File: config.mk
export PLATFORM = sky130hd
export DESIGN_NAME = id_issue
export DESIGN_NICKNAME = d
export VERILOG_FILES = /design/src/rtl/id_issue.sv
export SDC_FILE = /design/constraint.sdc
export NUM_CORES = 1
export LEC_CHECK = 0
export CAP_MARGIN = 10
export CELL_PAD_IN_SITES_DETAIL_PLACEMENT = 0
export CELL_PAD_IN_SITES_GLOBAL_PLACEMENT = 2
export CORE_ASPECT_RATIO = 2
export CORE_UTILIZATION = 28
export DETAILED_ROUTE_END_ITERATION = 10
export PLACE_DENSITY_LB_ADDON = 0.1
export SYNTH_ARGS = -nofsm -noshare
export SYNTH_HDL_FRONTEND = slang
export SYNTH_SLANG_ARGS = --single-unit
File: constraint.sdc
create_clock -name CLK -period 8.2 [get_ports CLK]
set_input_delay 1.64 -clock CLK [delete_from_list [all_inputs] [get_ports CLK]]
set_output_delay 1.64 -clock CLK [all_outputs]
set_load 0.005 [all_outputs]
File: src/rtl/id_issue.sv
// ---------------------------------------------------------------------------
// id_issue -- dual-issue decode/issue stage (IF/ID -> ID/EX).
//
// Takes an instruction pair from the IF/ID register and loads the ID/EX
// register one cycle later. It can issue both slots, issue slot 1 alone and
// ask fetch to re-present slot 2 as the next slot 1, or insert a bubble for
// one cycle when slot 1 in EX is a load whose result the pair needs.
//
// Flow-control contract with fetch (the only handshake here):
//   FREEZE=1       : IF/ID must hold its pair this cycle; ID/EX takes a bubble.
//   single_fetch=1 : only slot 1 was accepted; fetch re-presents slot 2 as
//                    slot 1 next cycle.
//   Both low       : the whole pair was accepted (or squashed by FLUSH).
//   FREEZE and single_fetch are never high together, and both stay low
//   while RESET is asserted.
//
// Ports:
//   CLK, RESET        clock, asynchronous active-low reset
//   Instr1_IN/2_IN    slot-1 / slot-2 instruction from IF/ID
//   CIA_IN            address of Instr1_IN
//   FLUSH             taken-branch squash of ID/EX (highest priority)
//   Instr1_EX/2_EX    ID/EX instruction registers
//   V1_EX/V2_EX       ID/EX slot-valid flags
//   CIA_EX            registered CIA_IN
//   single_fetch      combinational, slot 2 not issued
//   FREEZE            combinational, hold IF/ID
//   fsm_state         debug view of the FSM (0 = RUN, 1 = LU_STALL)
//   split_cnt         (ID_ISSUE_STATS_EN only) split-issue counter
//   stall_cnt         (ID_ISSUE_STATS_EN only) load-use stall counter
//
// Build option: define ID_ISSUE_STATS_EN to add split_cnt / stall_cnt.
// ---------------------------------------------------------------------------
module id_issue (
  input  logic        CLK,
  input  logic        RESET,
  input  logic [31:0] Instr1_IN,
  input  logic [31:0] Instr2_IN,
  input  logic [31:0] CIA_IN,
  input  logic        FLUSH,
  output logic [31:0] Instr1_EX,
  output logic [31:0] Instr2_EX,
  output logic        V1_EX,
  output logic        V2_EX,
  output logic [31:0] CIA_EX,
  output logic        single_fetch,
  output logic        FREEZE,
  output logic        fsm_state
`ifdef ID_ISSUE_STATS_EN
  ,
  output logic [15:0] split_cnt,
  output logic [15:0] stall_cnt
`endif
);

  typedef enum logic {
    RUN      = 1'b0,
    LU_STALL = 1'b1
  } state_t;

  state_t state_q, state_d;

  // Destination register; 0 means "no destination" (r0 is never written).
  function automatic logic [4:0] dest_of(input logic [5:0] op,
                                         input logic [4:0] rt,
                                         input logic [4:0] rd);
    logic [4:0] d;
    d = 5'd0;
    if (op == 6'h00)
      d = rd;
    else if ((op >= 6'h08 && op <= 6'h0F) || (op >= 6'h20 && op <= 6'h25))
      d = rt;
    return d;
  endfunction

  // True when the instruction reads register r (r0 never creates a hazard).
  function automatic logic reads(input logic [5:0] op,
                                 input logic [4:0] rs,
                                 input logic [4:0] rt,
                                 input logic [4:0] r);
    logic rt_src;
    rt_src = (op == 6'h00) || (op == 6'h04) || (op == 6'h05) ||
             (op >= 6'h28 && op <= 6'h2B);
    return (r != 5'd0) && ((rs == r) || (rt_src && (rt == r)));
  endfunction

  function automatic logic is_mem(input logic [5:0] op);
    return (op >= 6'h20) && (op <= 6'h2B);
  endfunction

  function automatic logic is_load(input logic [5:0] op);
    return (op >= 6'h20) && (op <= 6'h25);
  endfunction

  logic [4:0] d1;
  logic [4:0] ex_rt;
  logic       pair_conflict;
  logic       load_use;
  logic       freeze;
  logic       split;

  assign d1 = dest_of(Instr1_IN[31:26], Instr1_IN[20:16], Instr1_IN[15:11]);

  assign pair_conflict =
      ((d1 != 5'd0) && reads(Instr2_IN[31:26], Instr2_IN[25:21], Instr2_IN[20:16], d1)) ||
      (is_mem(Instr1_IN[31:26]) && is_mem(Instr2_IN[31:26]));

  assign ex_rt = Instr1_EX[20:16];

  assign load_use = V1_EX && is_load(Instr1_EX[31:26]) && (ex_rt != 5'd0) &&
                    (reads(Instr1_IN[31:26], Instr1_IN[25:21], Instr1_IN[20:16], ex_rt) ||
                     reads(Instr2_IN[31:26], Instr2_IN[25:21], Instr2_IN[20:16], ex_rt));

  // Next-state / issue decision. FLUSH wins; a held pair (LU_STALL) is
  // issued without repeating the load-use check.
  always_comb begin
    state_d = state_q;
    freeze  = 1'b0;
    split   = 1'b0;
    if (FLUSH) begin
      state_d = RUN;
    end else if ((state_q == RUN) && load_use) begin
      freeze  = 1'b1;
      state_d = LU_STALL;
    end else begin
      state_d = RUN;
      split   = pair_conflict;
    end
  end

  // Gate with RESET so fetch sees no stall/split request during reset.
  assign FREEZE       = RESET & freeze;
  assign single_fetch = RESET & split;
  assign fsm_state    = (state_q == LU_STALL);

  always_ff @(posedge CLK or negedge RESET) begin
    if (!RESET) begin
      state_q <= RUN;
    end else begin
      state_q <= state_d;
    end
  end

  always_ff @(posedge CLK or negedge RESET) begin
    if (!RESET) begin
      Instr1_EX <= 32'd0;
      Instr2_EX <= 32'd0;
      CIA_EX    <= 32'd0;
      V1_EX     <= 1'b0;
      V2_EX     <= 1'b0;
    end else begin
      if (!freeze) begin
        CIA_EX <= CIA_IN;
      end
      if (FLUSH || freeze) begin
        Instr1_EX <= 32'd0;
        Instr2_EX <= 32'd0;
        V1_EX     <= 1'b0;
        V2_EX     <= 1'b0;
      end else begin
        Instr1_EX <= Instr1_IN;
        Instr2_EX <= split ? 32'd0 : Instr2_IN;
        V1_EX     <= 1'b1;
        V2_EX     <= ~split;
      end
    end
  end

`ifdef ID_ISSUE_STATS_EN
  // Free-running counters; they wrap naturally at 16 bits.
  always_ff @(posedge CLK or negedge RESET) begin
    if (!RESET) begin
      split_cnt <= 16'd0;
      stall_cnt <= 16'd0;
    end else begin
      if (split) begin
        split_cnt <= split_cnt + 16'd1;
      end
      if (freeze) begin
        stall_cnt <= stall_cnt + 16'd1;
      end
    end
  end
`endif

endmodule

==> out/metrics.csv <==
metric;value;unit
family with the most delay on the worst path;buffers and inverters;
drt drc;0;
EDFF count, synth;0;
startpoint type of the worst setup path;input port;
number of warning messages in the yosys log;0;
portion of total power attributed to the clock network;36.0;%
Max Cap Viol;0;
Crit Path Class;in -> out;
share of synthesized area occupied by flip-flops and latches;54.1;%
horizontal extent of the die;92.4;um
Post-synth ARST share;100;%
pwr/cell area;162;nW/um2
RSZ-0062 raised after global routing;false;
Pre-antenna DRT Iters;4;
total number of H-tree levels;3;
worst endpoint data arrival time;4.58;ns
wire length after detailed routing;14400;um
Total GRT Usage;17.6;%
Worst Hold Slack;0.503;ns
via count of the first global-routing pass;3792;
IO Count;200;
# hold bufs at CTS;0;
Static Leakage;0.00280;uW
overflow left after global routing;0;
flops & latches, synth;99;
worst-case clock skew;0.00619;ns
TritonCTS clock tree;done;
Final Cell Area;6950;um2
Post-Route Utilization;43.8;%
number of setup violations in the final report;0;
insertion delay of the later-clocked pin in the worst-skew pair;0.34;ns
Power Internal;853;uW
number of DRC violations after detailed-routing iteration 0;112;
core area;15900;um2
number of rows created at floorplan;65;
Mapped Nets;464;
synthesized cell area;4580;um2
Die ar.;16900;um2
Post-CTS Setup Repair Bufs;0;
Hold Crit Class;reg -> reg;
clock tree buffer depth;2;
Reg clk slew, reported paths;0.07;ns
Critical Path Slowest Stage Cell;a2111oi_0;
Slew Limit Fails;0;
Setup Total Neg Slack;0;ns
count of final hold-check violations;0;
Post-Place Cell Area;6680;um2
total clock buffers created by CTS;9;
data required time of the worst path;6.56;ns
mean instance size in the synthesized netlist;12.5;um2
net load switching power;275;uW
number of sinks driven by the clock tree;99;
CTS root buffer;clkbuf_16;
number of gates given a new drive strength after cts;0;
cell count after synthesis;365;
CP max FO;34;
remaining max-slew budget at the tightest pin;41.4;%
number of I/O port buffers;199;
Starting Density;28.9;%
Final Wtd Congestion;0.835;
post-detailed-route wirelength per cell;19.0;um
ordered cell list for the critical path;clkdlybuf4s50_1 -> nor3_1 -> o21ai_0 -> a2111oi_0 -> o31a_1 -> nor2b_4 -> buf_4 -> and2_1 -> clkdlybuf4s50_1;
relative contribution of combinational cells to total power;17.4;%
Highest Clock Rate;161;MHz
detailed placer's ending HPWL;11000;um
Crit path top cell by count;clkdlybuf4s50_1;
drt via density;4.60;
largest net degree at the start of global routing;68;
WP buf/inv;3;
sequential group share of total power;46.6;%
via count;3495;
transition time at the pin with the least slew margin;0.879;ns
post-route fraction of the period consumed by the critical path;75.9;%
stage delay of the slowest cell on the critical path;0.68;ns
Area growth, synth to finish;52.0;%
post-route ant nets;0;
minimum period implied by the final worst setup slack;6.22;ns
fraction of power spent switching nets;24.4;%
wire length of the first global-routing pass;21700;um
commonest register cell after synthesis;dfrtp_1;
count of cell types in the netlist;50;
fraction of final layout cells sized beyond drive strength 1;18.1;%
count of nets after finishing;653;
number of antenna violations at the first check in global routing;0;
Chip Height;183;um
VDD IR-drop max;0.102;mV
critical path endpoint category;output port;
n_diodes;0;
status;complete, no violations;
## stage by stage
stage               total power [uW]  setup WS (ns)  instances
finish                          1130           1.98        759
global route                    1180           1.76        759
CTS                             1150           2.00        759
detailed placement               736           2.02        744
global placement                 735           2.01        744
floorplan                        599           3.30        365
## power groups by stage
stage	clock network (uW)	logic [uW]	registers (uW)
final	406	196	526
after detailed placement	0	200	536
after global routing	441	214	529
after floorplan	0	63.7	536
after CTS	422	201	526
after global placement	0	200	535
## cells in the mapped netlist (2+ instances only)
cell | number | area, um2
a221oi_1 | 6 | 52.6
nor3_1 | 2 | 10.0
and2_1 | 33 | 206
o31ai_2 | 2 | 25.0
o22ai_1 | 3 | 18.8
o211ai_1 | 2 | 15.0
nand3_1 | 7 | 35.0
o21ai_0 | 4 | 20.0
or4_1 | 2 | 15.0
inv_1 | 4 | 15.0
mux2_2 | 32 | 360
buf_2 | 11 | 55.1
nand4_1 | 3 | 18.8
nor2_1 | 3 | 11.3
xnor2_1 | 21 | 184
a21oi_1 | 3 | 15.0
nor2b_1 | 6 | 37.5
buf_6 | 10 | 113
nor4_2 | 30 | 375
nor4_1 | 4 | 25.0
nor3_2 | 2 | 20.0
nand2_1 | 41 | 154
dfrtp_1 | 99 | 2480
nor4_4 | 2 | 42.5
a22oi_1 | 2 | 15.0
xor2_2 | 2 | 32.5
clkbuf_1 | 5 | 18.8
nor4b_1 | 2 | 17.5
## layout by cell type, fill, tap and decap left out, types with 3 or more instances in the layout
| cell | Yosys | routed |
|---|---|---|
| nand2_1 | 41 | 41 |
| dfrtp_1 | 99 | 99 |
| o22ai_1 | 3 | 3 |
| a221oi_1 | 6 | 6 |
| nor4_2 | 30 | 30 |
| clkbuf_16 | 0 | 9 |
| a21oi_1 | 3 | 3 |
| inv_1 | 4 | 4 |
| nor2_1 | 3 | 3 |
| nand4_1 | 3 | 3 |
| mux2_2 | 32 | 32 |
| xnor2_1 | 21 | 21 |
| and2_1 | 33 | 33 |
| nor2b_1 | 6 | 5 |
| clkdlybuf4s50_1 | 0 | 198 |
| nand3_1 | 7 | 7 |
| nor4_1 | 4 | 4 |
| o21ai_0 | 4 | 4 |
| buf_4 | 1 | 7 |
## layer usage
layer | wire length (um) | GRT usage [%] | up-vias
met2 | 8320 | 34.0 | 155
met4 | 343 | 7.12 | 0
li1 | - | - | 1647
met3 | 870 | 4.06 | 18
met1 | 4860 | 17.6 | 1675
met5 | 0 | 0 | -
## final cells by class
class	count	area, um2
Clock inverter	3	21.3
Clock buffer	12	256
Timing Repair Buffer	205	2030
Fill cell	1575	8910
Sequential cell	99	2480
Tap cell	201	251
Inverter	5	18.8
Multi-Input combinational cell	234	1890
## worst paths after layout
check / start / end / slack [ns] / cells past startpoint
hold reg to reg: CIA_EX[17]$_DFFE_PN0N_ / CIA_EX[17]$_DFFE_PN0N_ / 0.50 / 1
min in group asynchronous: RESET / CIA_EX[20]$_DFFE_PN0N_ / 1.37 / 1
setup reg to reg: Instr1_EX[18]$_DFF_PN0_ / CIA_EX[24]$_DFFE_PN0N_ / 5.40 / 7
max in group asynchronous: RESET / Instr1_EX[20]$_DFF_PN0_ / 5.82 / 2
hold / removal: CIA_EX[17]$_DFFE_PN0N_ / CIA_EX[17]$_DFFE_PN0N_ / 0.50 / 1
setup / recovery: Instr2_IN[29] / FREEZE / 1.98 / 9
## flip-flops by register name, indices dropped and copies added, names as in the netlist
register and cells:
CIA_EX 32, Instr1_EX 32, Instr2_EX 32, V1_EX 1, V2_EX 1, fsm_state 1
## cell families after synthesis
group	Yosys count	share of synthesized area, %
mux	32	7.88
simple gates	145	22.5
xor+xnor	24	4.92
compound gates	33	5.88
flops	99	54.1
buf+inv	32	4.65
Note: power is estimated with default switching activity, not from simulation.
